File: src/rtl/simple_dp_ram.sv
// -----------------------------------------------------------------------------
// simple_dp_ram
//
// Simple dual-port synchronous RAM with one write port and one read port on a
// single clock. It holds the loop controller's per-loop iteration limits and
// its live iteration counters.
//
// Ports:
//   clk           sole clock; all state updates on the rising edge
//   reset         synchronous active-high reset; clears only the read register
//   s_write_addr  write address
//   s_write_req   write enable; commits s_write_data at s_write_addr
//   s_write_data  write data
//   s_read_addr   read address
//   s_read_req    read enable; loads mem[s_read_addr] into the read register
//   s_read_data   registered read data; holds its value between reads
//
// Read latency is one cycle. Throughput is one read and one write per cycle.
// A read and a write to the same address on the same edge are read-first, so
// the read returns the old contents.
// -----------------------------------------------------------------------------
module simple_dp_ram #(
    parameter int ADDR_WIDTH = 5,
    parameter int DATA_WIDTH = 16
) (
    input  logic                  clk,
    input  logic                  reset,
    input  logic [ADDR_WIDTH-1:0] s_write_addr,
    input  logic                  s_write_req,
    input  logic [DATA_WIDTH-1:0] s_write_data,
    input  logic [ADDR_WIDTH-1:0] s_read_addr,
    input  logic                  s_read_req,
    output logic [DATA_WIDTH-1:0] s_read_data
);

    localparam int DEPTH = 1 << ADDR_WIDTH;

    logic [DATA_WIDTH-1:0] r_mem [DEPTH];
    logic [DATA_WIDTH-1:0] r_read_data;

    // The array has no reset, so it maps onto block RAM. A write issued while
    // reset is high still commits; callers may load configuration during reset.
    always_ff @(posedge clk) begin
        if (s_write_req) begin
            r_mem[s_write_addr] <= s_write_data;
        end
    end

    // Both blocks sample r_mem with non-blocking semantics. A same-address,
    // same-edge read therefore sees the pre-write contents (read-first).
    always_ff @(posedge clk) begin
        if (reset) begin
            r_read_data <= '0;
        end else if (s_read_req) begin
            r_read_data <= r_mem[s_read_addr];
        end
    end

    assign s_read_data = r_read_data;

endmodule

File: config.mk
export PLATFORM = sky130hd
export DESIGN_NAME = simple_dp_ram
export DESIGN_NICKNAME = d
export VERILOG_FILES = /design/src/rtl/simple_dp_ram.sv
export SDC_FILE = /design/constraint.sdc
export NUM_CORES = 1
export LEC_CHECK = 0
export ABC_CLOCK_PERIOD_IN_PS = 2800
export CORE_MARGIN = 10
export CORE_UTILIZATION = 52
export CTS_BUF_LIST = sky130_fd_sc_hd__clkbuf_8
export DETAILED_ROUTE_END_ITERATION = 7
export PLACE_DENSITY = 0.69
export SETUP_SLACK_MARGIN = 0.2
export SKIP_CTS_REPAIR_TIMING = 1
export SYNTH_ARGS = -nofsm -noshare
export SYNTH_HDL_FRONTEND = slang
export SYNTH_SLANG_ARGS = --single-unit
File: constraint.sdc
create_clock -name clk -period 2.8 [get_ports clk]
set_input_delay 0.42 -clock clk [delete_from_list [all_inputs] [get_ports clk]]
set_output_delay 0.42 -clock clk [all_outputs]
set_load 0.05 [all_outputs]
Word level (Yosys, flattened, before mapping)
Memories as Yosys holds them, arrays and structs flattened. A register that Yosys moved wholly into a read port is not among the register bits.
Cells that the tools add are included.
{"block": "classes", "mux": 2}
{"op": "$mux 1", "n": 2}
{"block": "totals", "ff_bits": 0, "ram_bits": 512, "wordCells": 3, "mem_count": 1}
{"name": "r_mem", "depth": 32, "word_bits": 16, "read_ports": 1, "rd_clocked_by_memory_dff": 1, "write_ports": 1, "line_no": "38", "text": "logic [DATA_WIDTH-1:0] r_mem [DEPTH];"}

Longest topological paths before layout
{"block": "logic_depth", "depth_word": 2, "depth_mapped": 8, "ltp_nobuf": 5}

Worst setup path after synthesis
Ideal clock, no wire load.
{"block": "synth_timing", "path_type": "input-to-reg", "from": "input port s_write_addr[1]", "to": "memory r_mem[12][0], enable pin", "arrival_time_ps": 1772, "path_slack_ps": 640, "cell_stages": 3, "cell_sequence": "or3b_2 clkbuf_1 nor2_1"}
{"element": "start: declaration", "line_no": "28", "text": "input logic [ADDR_WIDTH-1:0] s_write_addr,"}
{"element": "end: declaration", "line_no": "38"}
Straight into the memory's write port.

==> run summary <==
run status: complete, no violations
crit path max fanout: 25
leak pwr: 8.54 nW
final instance area: 23800 µm²
Worst-path clk slew: 60 ps
Layout area overhead: 15.9%
Synth warnings: 0
Post-layout nets: 1354
largest net degree at the start of global routing: 43
Sink Count: 528
total power: 15.6 mW
initial antenna violation count: 3
post-route insts no fill: 1908
worst setup margin: 358 ps
Starting DRT DRC Count: 1190
Port Buf Inserts: 45
Post-synth top cells: 512 x edfxtp_1, 256 x mux2i_1, 128 x a22oi_1, 64 x a21oi_1, 50 x nor2_1
worst hold stages: 3
RSZ-0062 raised after global routing: false
Hold Worst Slack: 490 ps
sw frac: 22.3%
vias in the first global route: 11000
pre-CTS setup slack: -199 ps
Synth top area share: 74.9%
die footprint: 47800 µm²
Reg power frac: 56.5%
ys async rst share: 0%
clock share of power: 36.7%
CTS root buf: clkbuf_8
fmax: 409 MHz
switching power: 3.48 mW
internal power: 12.1 mW
max-cap viol count: 0
placed cell area: 22300 µm²
layout cells sized above 1: 16.9%
most common cell in the synthesized netlist: edfxtp_1
Mapped Area: 20500 µm²
WL/cell: 25.6 µm
all-layer global routing usage: 20.3%
power per cell area: 655 nW/µm²
Synth area leaders: edfxtp_1 75%, mux2i_1 12%, a22oi_1 4.7%
DR vias: 11200
Syn Area/Cell: 17.9 µm²
Logic pwr share: 6.8%
Crit. End Element: register
grt total ovfl: 0
Die Width: 219 µm
Placer Congestion: 0.845
cell count after placement: 1758
Final Hold Fails: 0
# fillers: 2761
Post-synth EDFFs: 512
Setup Total Neg Slack: 0 ps
CP Data Arrival Time: 2890 ps
sequential share of the synthesized area: 76.4%
Die H: 219 µm
Max Clock Skew: 27.2 ps
Rel. slew slack: 43.1%
Core ar.: 38800 µm²
Synth cell types: 24
worst reg2reg setup slack: 990 ps
R2R depth: 6
total length of routed wires: 48900 µm
Syn Nets: 1176
first-pass GRT wire length: 71500 µm
TritonRoute pass-1 iters: 5
Crit Path Category: in -> reg
fin crit share: 87.2%
actual slew at the worst max-slew pin: 854 ps
DRC Markers: 0
Rows: 72
initial core utilization: 52.9%
IO Pins: 46
final setup vio count: 0
CP startpoint kind: input port
Req. time, crit path: 3250 ps
Tmin final: 2440 ps
fin. max-slew vios: 0
Synth Register Bits: 528
Max VDD drop: 0.453 mV
Main synth FF type: edfxtp_1
Worst-Skew Late Latency: 620 ps
Num CTS Buffers: 82
dpl hpwl: 29300 µm
post-synthesis cell count: 1146
CTS tree: yes
Max Root-Sink Buffers: 3
ANT nets after route: 0
htree depth: 3
Synth area leader: edfxtp_1
Final Util: 61.3%
vias per std cell: 5.89
worst hold path class: in -> reg
layout make-up:
cell class	count	area (µm²)	area share, %
repair buffers	163	1520	6.40
well taps	518	648	2.72
clock inverters	58	224	0.941
multi-input cells	549	4470	18.8
diodes	1	2.50	0.0105
clock buffers	91	1250	5.26
flip-flops and latches	528	15700	65.9
cells by family (layout without fill, tap and decap cells):
group / after synthesis / count (layout) / share of synthesized area, %
AOI/OAI and AO/OA: 208 / 208 / 6.94
and+or+nand+nor: 85 / 85 / 2.11
buffers and inverters: 69 / 312 / 2.05
other: 0 / 1 / 0
muxes: 256 / 256 / 12.5
DFF: 528 / 528 / 76.4
power groups by stage:
stage / sequential, mW / clock, mW / combinational (mW)
2_1_floorplan: 9.04 / 0 / 0.486
3_3_place_gp: 8.98 / 0 / 1.04
3_5_place_dp: 8.98 / 0 / 1.05
4_1_cts: 8.82 / 5.82 / 1.06
5_1_grt: 8.82 / 6.21 / 1.12
6_report: 8.82 / 5.73 / 1.06
worst paths after layout:
check / from / to
worst max-delay path: s_read_addr[1] / s_read_data[9]
worst min-delay path: s_read_req / s_read_data[0]
worst max register to register: r_mem[28][0] / s_read_data[0]
worst min register to register: s_read_data[0] / s_read_data[0]
placed cells by master (no fill, tap or decap), types with 3 or more instances in the layout:
| cell | n |
|---|---|
| edfxtp_1 | 512 |
| mux2i_1 | 256 |
| a22oi_1 | 128 |
| buf_4 | 103 |
| clkbuf_8 | 91 |
| a21oi_1 | 64 |
| inv_1 | 47 |
| clkdlybuf4s50_1 | 43 |
| nor2_1 | 41 |
| or4_1 | 16 |
| dfxtp_1 | 16 |
| buf_12 | 15 |
| a211oi_1 | 11 |
| nor2_2 | 8 |
| clkinv_1 | 8 |
| nand3b_1 | 5 |
| a211oi_2 | 5 |
| or3b_2 | 3 |
registers in the layout, indices dropped and copies added (netlist names):
signal,flops
s_read_data,16
r_mem,512
layer usage:
metal  routed length, µm  global-route usage (%)  share of wire (%)
met4                 835                    5.65                1.7
met2               23400                    32.1                 48
met1               21000                    28.2                 43
met3                3610                    4.02                7.4
met5                  27                       0              0.055
worst max-delay path: stages:
cell,delay (ps)
clkdlybuf4s50_1,660
nor2b_4,560
buf_12,280
buf_4,170
a22oi_1,70
a21oi_1,430
or4_1,190
a211oi_1,60
(Power assumes the default switching activity.)
